File: src/rtl/icache_refill_write_if.sv
// Refill-path bus: ctrl request, memory read channel and array write ports.
// The master modport is the refill block; the slave modport is its environment.
interface icache_refill_write_if #(
  parameter int TAG_W = 20
);
  logic               ctrl2refill_valid;
  logic [5:0]         ctrl2refill_index;
  logic [2:0]         ctrl2refill_way;
  logic [TAG_W-1:0]   ctrl2refill_tag;
  logic               refill2ctrl_ready;
  logic               refill2ctrl_done;
  logic               refill2ctrl_error;

  logic               refill2mem_req_valid;
  logic [TAG_W+11:0]  refill2mem_addr;
  logic               mem2refill_req_ready;
  logic               mem2refill_valid;
  logic [63:0]        mem2refill_rdata;
  logic               mem2refill_last;
  logic               refill2mem_ready;

  logic               refill2data_array_valid;
  logic [5:0]         refill2data_array_index;
  logic [2:0]         refill2data_array_way;
  logic [1:0]         refill2data_array_offset;
  logic [127:0]       refill2data_array_wdata;

  logic               refill2tag_array_valid;
  logic [5:0]         refill2tag_array_index;
  logic [2:0]         refill2tag_array_way;
  logic [TAG_W-1:0]   refill2tag_array_tag;

  logic               refill2plru_valid;
  logic [5:0]         refill2plru_index;
  logic [2:0]         refill2plru_way;

  modport master (
    input  ctrl2refill_valid, ctrl2refill_index, ctrl2refill_way, ctrl2refill_tag,
    output refill2ctrl_ready, refill2ctrl_done, refill2ctrl_error,
    output refill2mem_req_valid, refill2mem_addr,
    input  mem2refill_req_ready, mem2refill_valid, mem2refill_rdata, mem2refill_last,
    output refill2mem_ready,
    output refill2data_array_valid, refill2data_array_index, refill2data_array_way,
    output refill2data_array_offset, refill2data_array_wdata,
    output refill2tag_array_valid, refill2tag_array_index, refill2tag_array_way,
    output refill2tag_array_tag,
    output refill2plru_valid, refill2plru_index, refill2plru_way
  );

  modport slave (
    output ctrl2refill_valid, ctrl2refill_index, ctrl2refill_way, ctrl2refill_tag,
    input  refill2ctrl_ready, refill2ctrl_done, refill2ctrl_error,
    input  refill2mem_req_valid, refill2mem_addr,
    output mem2refill_req_ready, mem2refill_valid, mem2refill_rdata, mem2refill_last,
    input  refill2mem_ready,
    input  refill2data_array_valid, refill2data_array_index, refill2data_array_way,
    input  refill2data_array_offset, refill2data_array_wdata,
    input  refill2tag_array_valid, refill2tag_array_index, refill2tag_array_way,
    input  refill2tag_array_tag,
    input  refill2plru_valid, refill2plru_index, refill2plru_way
  );
endinterface

File: src/rtl/icache_refill_write.sv
// I-cache line refill: requests a 64-byte line, packs 64-bit beats into 128-bit
// data-array writes, then writes the tag and plru entry to validate the line.
module icache_refill_write #(
  parameter int TAG_W = 20
) (
  input  logic                 clock,
  input  logic                 reset,
  icache_refill_write_if.master bus,
  output logic [2:0]           dbg_state
);
  // Handshakes: a transfer happens on a rising edge where valid and ready are
  // both 1; valid/req_valid never depend on the matching ready.
  typedef enum logic [2:0] {
    S_IDLE = 3'd0,
    S_REQ  = 3'd1,
    S_RECV = 3'd2,
    S_TAG  = 3'd3,
    S_DONE = 3'd4
  } state_t;

  state_t             state_q, state_d;
  logic [2:0]         cnt_q;
  logic [63:0]        low_q;
  logic [5:0]         index_q;
  logic [2:0]         way_q;
  logic [TAG_W-1:0]   tag_q;
  logic               err_q;

  logic beat_acc;
  logic last_beat;
  logic malformed;

  assign beat_acc  = (state_q == S_RECV) && bus.mem2refill_valid;
  assign last_beat = (cnt_q == 3'd7);
  // A burst is malformed when the last marker and the eighth beat disagree.
  assign malformed = beat_acc && (bus.mem2refill_last != last_beat);
  assign dbg_state = state_q;

  always_ff @(posedge clock or posedge reset) begin
    if (reset) begin
      state_q <= S_IDLE;
      cnt_q   <= 3'd0;
      low_q   <= 64'd0;
      index_q <= 6'd0;
      way_q   <= 3'd0;
      tag_q   <= '0;
      err_q   <= 1'b0;
    end else begin
      state_q <= state_d;
      if ((state_q == S_IDLE) && bus.ctrl2refill_valid) begin
        index_q <= bus.ctrl2refill_index;
        way_q   <= bus.ctrl2refill_way;
        tag_q   <= bus.ctrl2refill_tag;
        err_q   <= 1'b0;
      end
      if ((state_q == S_REQ) && bus.mem2refill_req_ready) begin
        cnt_q <= 3'd0;
      end
      if (beat_acc) begin
        cnt_q <= cnt_q + 3'd1;
        if (!cnt_q[0]) begin
          low_q <= bus.mem2refill_rdata;
        end
      end
      if (malformed) begin
        err_q <= 1'b1;
      end
    end
  end

  always_comb begin
    state_d = state_q;
    unique case (state_q)
      S_IDLE: if (bus.ctrl2refill_valid)    state_d = S_REQ;
      S_REQ:  if (bus.mem2refill_req_ready) state_d = S_RECV;
      S_RECV: begin
        // Errors reuse DONE so the error pulse has the same one-cycle shape as done.
        if (beat_acc && (bus.mem2refill_last || last_beat)) begin
          state_d = (bus.mem2refill_last && last_beat) ? S_TAG : S_DONE;
        end
      end
      S_TAG:  state_d = S_DONE;
      S_DONE: state_d = S_IDLE;
      default: state_d = S_IDLE;
    endcase
  end

  always_comb begin
    bus.refill2ctrl_ready        = (state_q == S_IDLE);
    bus.refill2ctrl_done         = (state_q == S_DONE) && !err_q;
    bus.refill2ctrl_error        = (state_q == S_DONE) && err_q;
    bus.refill2mem_req_valid     = (state_q == S_REQ);
    bus.refill2mem_addr          = {tag_q, index_q, 6'b0};
    bus.refill2mem_ready         = (state_q == S_RECV);

    bus.refill2data_array_valid  = beat_acc && cnt_q[0];
    bus.refill2data_array_index  = 6'd0;
    bus.refill2data_array_way    = 3'd0;
    bus.refill2data_array_offset = 2'd0;
    bus.refill2data_array_wdata  = 128'd0;
    if (beat_acc && cnt_q[0]) begin
      bus.refill2data_array_index  = index_q;
      bus.refill2data_array_way    = way_q;
      bus.refill2data_array_offset = cnt_q[2:1];
      bus.refill2data_array_wdata  = {bus.mem2refill_rdata, low_q};
    end

    bus.refill2tag_array_valid   = (state_q == S_TAG);
    bus.refill2tag_array_index   = index_q;
    bus.refill2tag_array_way     = way_q;
    bus.refill2tag_array_tag     = tag_q;
    bus.refill2plru_valid        = (state_q == S_TAG);
    bus.refill2plru_index        = index_q;
    bus.refill2plru_way          = way_q;
  end
endmodule
File: src/flat_wrapper.sv
// flat-port wrapper written by rule: the top's interface ports become plain ports
module icache_refill_write_flat 
#(
  parameter int TAG_W = 20
)
  (clock, reset, dbg_state, bus_ctrl2refill_valid, bus_ctrl2refill_index, bus_ctrl2refill_way, bus_ctrl2refill_tag, bus_refill2ctrl_ready, bus_refill2ctrl_done, bus_refill2ctrl_error, bus_refill2mem_req_valid, bus_refill2mem_addr, bus_mem2refill_req_ready, bus_mem2refill_valid, bus_mem2refill_rdata, bus_mem2refill_last, bus_refill2mem_ready, bus_refill2data_array_valid, bus_refill2data_array_index, bus_refill2data_array_way, bus_refill2data_array_offset, bus_refill2data_array_wdata, bus_refill2tag_array_valid, bus_refill2tag_array_index, bus_refill2tag_array_way, bus_refill2tag_array_tag, bus_refill2plru_valid, bus_refill2plru_index, bus_refill2plru_way);
  icache_refill_write_if #(.TAG_W(TAG_W)) bus_i ();
  input  logic clock;
  input  logic reset;
  output logic [2:0] dbg_state;
  input wire logic [$bits(bus_i.ctrl2refill_valid)-1:0] bus_ctrl2refill_valid;
  input wire logic [$bits(bus_i.ctrl2refill_index)-1:0] bus_ctrl2refill_index;
  input wire logic [$bits(bus_i.ctrl2refill_way)-1:0] bus_ctrl2refill_way;
  input wire logic [$bits(bus_i.ctrl2refill_tag)-1:0] bus_ctrl2refill_tag;
  output wire logic [$bits(bus_i.refill2ctrl_ready)-1:0] bus_refill2ctrl_ready;
  output wire logic [$bits(bus_i.refill2ctrl_done)-1:0] bus_refill2ctrl_done;
  output wire logic [$bits(bus_i.refill2ctrl_error)-1:0] bus_refill2ctrl_error;
  output wire logic [$bits(bus_i.refill2mem_req_valid)-1:0] bus_refill2mem_req_valid;
  output wire logic [$bits(bus_i.refill2mem_addr)-1:0] bus_refill2mem_addr;
  input wire logic [$bits(bus_i.mem2refill_req_ready)-1:0] bus_mem2refill_req_ready;
  input wire logic [$bits(bus_i.mem2refill_valid)-1:0] bus_mem2refill_valid;
  input wire logic [$bits(bus_i.mem2refill_rdata)-1:0] bus_mem2refill_rdata;
  input wire logic [$bits(bus_i.mem2refill_last)-1:0] bus_mem2refill_last;
  output wire logic [$bits(bus_i.refill2mem_ready)-1:0] bus_refill2mem_ready;
  output wire logic [$bits(bus_i.refill2data_array_valid)-1:0] bus_refill2data_array_valid;
  output wire logic [$bits(bus_i.refill2data_array_index)-1:0] bus_refill2data_array_index;
  output wire logic [$bits(bus_i.refill2data_array_way)-1:0] bus_refill2data_array_way;
  output wire logic [$bits(bus_i.refill2data_array_offset)-1:0] bus_refill2data_array_offset;
  output wire logic [$bits(bus_i.refill2data_array_wdata)-1:0] bus_refill2data_array_wdata;
  output wire logic [$bits(bus_i.refill2tag_array_valid)-1:0] bus_refill2tag_array_valid;
  output wire logic [$bits(bus_i.refill2tag_array_index)-1:0] bus_refill2tag_array_index;
  output wire logic [$bits(bus_i.refill2tag_array_way)-1:0] bus_refill2tag_array_way;
  output wire logic [$bits(bus_i.refill2tag_array_tag)-1:0] bus_refill2tag_array_tag;
  output wire logic [$bits(bus_i.refill2plru_valid)-1:0] bus_refill2plru_valid;
  output wire logic [$bits(bus_i.refill2plru_index)-1:0] bus_refill2plru_index;
  output wire logic [$bits(bus_i.refill2plru_way)-1:0] bus_refill2plru_way;
  assign bus_i.ctrl2refill_valid = bus_ctrl2refill_valid;
  assign bus_i.ctrl2refill_index = bus_ctrl2refill_index;
  assign bus_i.ctrl2refill_way = bus_ctrl2refill_way;
  assign bus_i.ctrl2refill_tag = bus_ctrl2refill_tag;
  assign bus_refill2ctrl_ready = bus_i.refill2ctrl_ready;
  assign bus_refill2ctrl_done = bus_i.refill2ctrl_done;
  assign bus_refill2ctrl_error = bus_i.refill2ctrl_error;
  assign bus_refill2mem_req_valid = bus_i.refill2mem_req_valid;
  assign bus_refill2mem_addr = bus_i.refill2mem_addr;
  assign bus_i.mem2refill_req_ready = bus_mem2refill_req_ready;
  assign bus_i.mem2refill_valid = bus_mem2refill_valid;
  assign bus_i.mem2refill_rdata = bus_mem2refill_rdata;
  assign bus_i.mem2refill_last = bus_mem2refill_last;
  assign bus_refill2mem_ready = bus_i.refill2mem_ready;
  assign bus_refill2data_array_valid = bus_i.refill2data_array_valid;
  assign bus_refill2data_array_index = bus_i.refill2data_array_index;
  assign bus_refill2data_array_way = bus_i.refill2data_array_way;
  assign bus_refill2data_array_offset = bus_i.refill2data_array_offset;
  assign bus_refill2data_array_wdata = bus_i.refill2data_array_wdata;
  assign bus_refill2tag_array_valid = bus_i.refill2tag_array_valid;
  assign bus_refill2tag_array_index = bus_i.refill2tag_array_index;
  assign bus_refill2tag_array_way = bus_i.refill2tag_array_way;
  assign bus_refill2tag_array_tag = bus_i.refill2tag_array_tag;
  assign bus_refill2plru_valid = bus_i.refill2plru_valid;
  assign bus_refill2plru_index = bus_i.refill2plru_index;
  assign bus_refill2plru_way = bus_i.refill2plru_way;
  icache_refill_write #(.TAG_W(TAG_W)) u_core (.clock(clock), .reset(reset), .bus(bus_i), .dbg_state(dbg_state));
endmodule
File: config.mk
export PLATFORM = sky130hd
export DESIGN_NAME = icache_refill_write_flat
export DESIGN_NICKNAME = d
export VERILOG_FILES = /design/src/rtl/icache_refill_write_if.sv /design/src/rtl/icache_refill_write.sv /design/src/flat_wrapper.sv
export SDC_FILE = /design/constraint.sdc
export NUM_CORES = 1
export LEC_CHECK = 0
export ABC_AREA = 0
export CAP_MARGIN = 10
export CORE_AREA = 2 2 122 124
export DETAILED_ROUTE_END_ITERATION = 10
export DIE_AREA = 0 0 124 126
export DONT_BUFFER_PORTS = 1
export GPL_TIMING_DRIVEN = 0
export SETUP_SLACK_MARGIN = 0.02
export SYNTH_ARGS = -nofsm -noshare
export SYNTH_HDL_FRONTEND = slang
export SYNTH_SLANG_ARGS = --single-unit
export TNS_END_PERCENT = 20
File: constraint.sdc
create_clock -name clock -period 2.9 [get_ports clock]
set_input_delay 0.29 -clock clock [delete_from_list [all_inputs] [get_ports clock]]
set_output_delay 0.29 -clock clock [all_outputs]
set_load 0.02 [all_outputs]
# Word level (Yosys, flattened, before mapping)
# Index checks and enable logic that the tools add are counted.
# W data, S select, Z words.
[word_totals] regBits=100 elab_cells=47
[classes] n_reduce_logical=16 n_eq_ne=9 muxes=13 n_bitwise=1 n_addsub=1
[ops] operator="$mux W128" count=1
[ops] operator="$mux W3" count=7
[ops] operator="$pmux W3 S4" count=1
[ops] operator="$logic_and A1 B1 Y1" count=9
[ops] operator="$eq A3 B2 Y1 const B" count=2
[ops] operator="$eq A3 B3 Y1 const B" count=2
[ops] operator="$mux W6" count=1
[ops] operator="$ne A2 B1 Y1 const B" count=2
[ops] operator="$reduce_bool A2 Y1" count=2
[ops] operator="$add A3 B1 Y3 const B" count=1
[ops] operator="$eq A3 B1 Y1 const B" count=1
[ops] operator="$logic_not A3 Y1" count=1
[ops] operator="$reduce_and A3 Y1" count=1
[ops] operator="$mux W1" count=2
[ops] operator="$mux W2" count=1
[ops] operator="$ne A2 B2 Y1 const B" count=1
[ops] operator="$reduce_and A2 Y1" count=1
[ops] operator="$logic_not A1 Y1" count=1
[ops] operator="$logic_or A1 B1 Y1" count=1
[ops] operator="$ne A1 B1 Y1" count=1
[ops] operator="$not A1 Y1" count=1

# Longest topological paths before layout
[depth] word_depth=5 depth_mapped=7 depth_no_buf=7

# Worst setup path after synthesis
# OpenSTA, ideal clock, no wires.
[synth_path] kind="flip-flop to flip-flop" start="register u_core.state_q[1], in the netlist u_core.dbg_state[1]" end="register u_core.index_q[0], in the netlist u_core.bus.refill2plru_index[0]" n_path_buf=2 path_slack_ps=820 path_stages_with_launch=6 period_less_slack_ps=2080 setup_ps=125 arrival_time_ps=1955 path_cell_list="dfrtp_1 > buf_2 > nor3_1 > and2_1 > buf_2 > mux2_2"
[synth_via] elab_chain_cells=2
[synth_lines] item="from (decl)" line="icache_refill_write.sv:21" rtl="state_t state_q, state_d;"
[synth_lines] item="from (signal assigned)" line="icache_refill_write.sv:49" rtl="state_q <= state_d;"
[synth_lines] item="$logic_not A3 Y1"
[synth_lines] item="net bus_refill2ctrl_ready" line="flat_wrapper.sv:15" rtl="output wire logic [$bits(bus_i.refill2ctrl_ready)-1:0] bus_refill2ctrl_ready;"
[synth_lines] item="$logic_and A1 B1 Y1" line="icache_refill_write.sv:50" rtl="if ((state_q == S_IDLE) && bus.ctrl2refill_valid) begin"
[synth_lines] item="to (signal assigned)" line="icache_refill_write.sv:51" rtl="index_q <= bus.ctrl2refill_index;"
[synth_lines] item="to (decl)" line="icache_refill_write.sv:24" rtl="logic [5:0] index_q;"
# The timed path passes the listed nets, and every way through them passes these cells.
# A chain may end at the register's enable or synchronous reset.

# Worst setup path in the final report
[layout_path] start="register u_core.state_q[1], in the netlist u_core.dbg_state[1]" end="output bus_refill2data_array_wdata[94]"
[layout_via] elab_chain_cells=4
[layout_lines] item="$eq A3 B2 Y1" line="icache_refill_write.sv:33" rtl="assign beat_acc = (state_q == S_RECV) && bus.mem2refill_valid;"
[layout_lines] item="$logic_and A1 B1 Y1" line="icache_refill_write.sv:33"
[layout_lines] item="$logic_and A1 B1 Y1" line="icache_refill_write.sv:101" rtl="if (beat_acc && cnt_q[0]) begin"
[layout_lines] item="$mux W128" line="icache_refill_write.sv:101"
[layout_lines] item="to (decl)" line="flat_wrapper.sv:29" rtl="output wire logic [$bits(bus_i.refill2data_array_wdata)-1:0] bus_refill2data_array_wdata;"
# No other way between the ends.

==> run summary <==
STATUS
-----------------------------------------------------------------------------------------------
Status                                                                             finished, final reports clean

DRT
-----------------------------------------------------------------------------------------------
Vias per inst                                                                              5.50
Count of vias placed by the detailed router                                               3,646
Mean routed wirelength per cell                                                         22.5 µm
Number of iterations in the first detailed-routing pass                                       4
Post-route DRC                                                                                0
Residual antenna-violating net count after detailed routing                                   0
DRC violation total after the first TritonRoute iteration                                   172
Post-detailed-routing wire length                                                     14,900 µm

GLOBAL ROUTING
-----------------------------------------------------------------------------------------------
Total global routing track utilization                                                    18.0%
Via count of the first global-routing pass                                                3,610
Largest net degree at the start of global routing                                            43
Antenna violations before repair                                                              0
Total gr overflow                                                                             0
First-pass GRT wire length                                                            20,900 µm

CLOCKING
-----------------------------------------------------------------------------------------------
Clock buffer count from CTS                                                                   9
Root Driver                                                                           clkbuf_16
Number of clock sinks seen by CTS                                                           100
H-tree depth                                                                                  3
CTS Buffer Depth                                                                              2
Postcts setup bufs                                                                            0
Clk_lat worst skew                                                                      0.35 ns
CTS tree                                                                                  built
Clock input transition at the sequential cells of the worst setup and hold paths        0.07 ns

POWER AND IR DROP
-----------------------------------------------------------------------------------------------
Worst ir drop on vdd                                                                   0.361 mV
Tot Pwr                                                                               0.00680 W
Power per cell area                                                                 1120 mW/mm²
Static power due to leakage                                                             3.17 nW

SYNTH
-----------------------------------------------------------------------------------------------
Synth Area in Compound Gates                                                              1.05%
Combinational family with the most area after synthesis                            multiplexers
Ys async rst share                                                                         100%
Post-Synth Adder-Cell Area                                                               0.917%
Sequential share of the synthesized area                                                  45.8%
Share of cell area taken by muxes after synthesis                                         22.5%
Synthesized cell area                                                               0.00546 mm²
Number of storage elements in the synthesis netlist                                         100
Primary flip-flop cell chosen by synthesis mapping                                      dfrtp_1
Warnings, synthesis                                                                           0
Average footprint of a synthesized cell                                                12.0 µm²
Number of flops mapped to enable cells by yosys                                               0
Count of different cell masters after synthesis                                              32
Xor/xnor cell area share of the yosys netlist                                                0%
Gate Count Post-Synth                                                                       456
Synth Area in Simple Gates                                                                18.3%

CRITICAL PATH
-----------------------------------------------------------------------------------------------
Worst-path fanout max                                                                        10
Path type of the worst setup path                                                    reg -> out
Top cell by count, worst path                                                             buf_4
Crit path arrival time                                                                  2.52 ns
Crit path cell chain                                                               buf_2, nor4bb_2, buf_4, buf_4, clkbuf_1, and3_1
Crit-path slowest cell                                                                  dfrtp_1
Nature of the critical path startpoint                                                flip-flop
Cell class contributing the biggest share of worst-path delay                      buffers and inverters
Slowest Stage Delay on Critical Path                                                    0.47 ns
Kind of end point of the critical path                                               output pin
Crit path required time                                                                 2.61 ns
Critical path buffers and inverters                                                           4

FINAL LAYOUT
-----------------------------------------------------------------------------------------------
Leading cell types in the layout, fill and taps excluded                           137 x and3_1, 100 x dfrtp_1, 49 x mux2_4, 45 x buf_4, 44 x mux2_2
Post-Layout Cell Count                                                                      663
Area of combinational cells with multiple inputs                                    0.00236 mm²
Number of nets in the finished design                                                       578
Post-route cell area                                                                0.00604 mm²
FILL cells                                                                                1,334
Antenna diode count                                                                           0
Sequential cell area                                                                0.00250 mm²
Leading cell type in the layout, fill and taps excluded                                  and3_1
Area growth, synth to finish                                                              10.7%
Fraction of layout cells with a size suffix above 1                                       36.1%

PLACEMENT
-----------------------------------------------------------------------------------------------
Cell area after placement                                                           0.00575 mm²
DP HPWL                                                                               11,200 µm
Gp weighted congestion                                                                    0.782
Total instance count after detailed placement                                               647
Setup slack at placement                                                               0.166 ns
Input/output buffers                                                                          0

FLOW RUN
-----------------------------------------------------------------------------------------------
Max-capacitance violation count                                                               0

TIMING
-----------------------------------------------------------------------------------------------
Final Hold Violating Endpoints                                                                0
Tightest hold margin                                                                  0.0832 ns
Highest clock rate                                                                      356 MHz
Relative max-transition margin                                                            29.3%
Slew Viols, Final                                                                             0
Setup WS post-layout                                                                  0.0940 ns
Transition time of the tightest slew-check pin                                          1.05 ns
Period utilization                                                                        96.8%
Post-route minimum period                                                               2.81 ns
Worst clock skew                                                                      0.0149 ns
Final-report setup violation count                                                            0
RSZ-0062 raised after global routing                                                       true

DIE
-----------------------------------------------------------------------------------------------
Vertical die dimension                                                                   126 µm
Top-level port count                                                                        319
Std-Cell Rows                                                                                44
Core Box Area                                                                        0.0143 mm²
Effective utilization at floorplan                                                        38.1%
Total die area                                                                       0.0156 mm²
Width of the chip                                                                        124 µm

MIN PATH
-----------------------------------------------------------------------------------------------
Hold Crit Class                                                                       in -> reg

[per-stage QoR]
step	setup TNS, ns	utilization [%]
after CTS	0	42.2
final	0	42.2
after global placement	0	39.9
after detailed placement	0	40.2
after global routing	-0.581	42.2
after floorplan	0	-
[cell type report]
class,instances,share of cell area (%)
timing repair buffer,3,0.828
inverter,5,0.373
clock buffer,10,3.95
sequential,100,41.4
tap,184,3.81
clock inverter,5,0.580
multi-input combinational,270,39.1
buffer,86,10.0
[report_power, final]
part | internal (W) | switching (W)
Clock | 0.000604 | 0.000538
Sequential | 0.00209 | 0.000799
Combinational | 0.00140 | 0.00137
[repair_timing]
item                                    CTS  global route
hold buffers                              1             0
endpoints found under the hold margin    23             0
gates resized for setup                   3             4
gates cloned                              0             0
endpoints found under the setup margin   42            53
[cells by family after synthesis]
group | count (synthesis)
AO/OA/AOI/OAI | 8
adder cells (fa/ha/maj) | 4
buffers and inverters | 91
flip-flops | 100
multiplexers | 93
other | 1
AND/OR/NAND/NOR | 159
[cells in the mapped netlist, types with 2 or more instances]
| library cell | n | share of area (%) |
|---|---|---|
| buf_12 | 6 | 2.2 |
| a22o_1 | 2 | 0.32 |
| nor3b_1 | 2 | 0.27 |
| nor3_1 | 2 | 0.18 |
| and2_1 | 2 | 0.23 |
| mux2_2 | 44 | 9.1 |
| inv_1 | 5 | 0.34 |
| buf_2 | 5 | 0.46 |
| and3_1 | 139 | 16 |
| ha_1 | 4 | 0.92 |
| mux2_4 | 49 | 13 |
| clkbuf_1 | 29 | 2.0 |
| nor4b_1 | 2 | 0.32 |
| dfrtp_1 | 100 | 46 |
| buf_4 | 44 | 6.0 |
| nor2_1 | 5 | 0.34 |
[state kept, by name, indices dropped and copies added (netlist names)]
register / cells
u_core.bus.refill2plru_way: 3
u_core.err_q: 1
u_core.bus.refill2tag_array_tag: 20
u_core.dbg_state: 3
u_core.cnt_q: 3
u_core.low_q: 64
u_core.bus.refill2plru_index: 6
[worst paths after layout]
kind,depth (start not counted),slack (ns),from,to
worst max-delay path,6,0.09,u_core.dbg_state[1],bus_refill2data_array_wdata[94]
worst min-delay path,1,0.08,bus_mem2refill_rdata[10],u_core.low_q[10]
worst max register to register,5,0.48,u_core.dbg_state[1],u_core.bus.refill2tag_array_tag[10]
worst min register to register,1,0.50,u_core.low_q[12],u_core.low_q[12]
max in group asynchronous,3,1.77,reset,u_core.dbg_state[0]
min in group asynchronous,2,0.50,reset,u_core.low_q[11]
[per-layer routing]
metal | up-vias | part of all wire [%] | GRT usage [%]
met5 | - | 0 | 0
met4 | 0 | 1.5 | 5.95
met3 | 16 | 9.0 | 5.80
met2 | 211 | 52 | 31.5
met1 | 1821 | 38 | 20.6
li1 | 1598 | - | -
[worst register-to-register path: cells and delay by family, from the launching register on]
family	cells	cell delay, ns
simple gates	2	0.99
flops	1	0.46
buf+inv	2	0.49
mux	1	0.37
No activity file was read; power rests on OpenSTA's default activity.
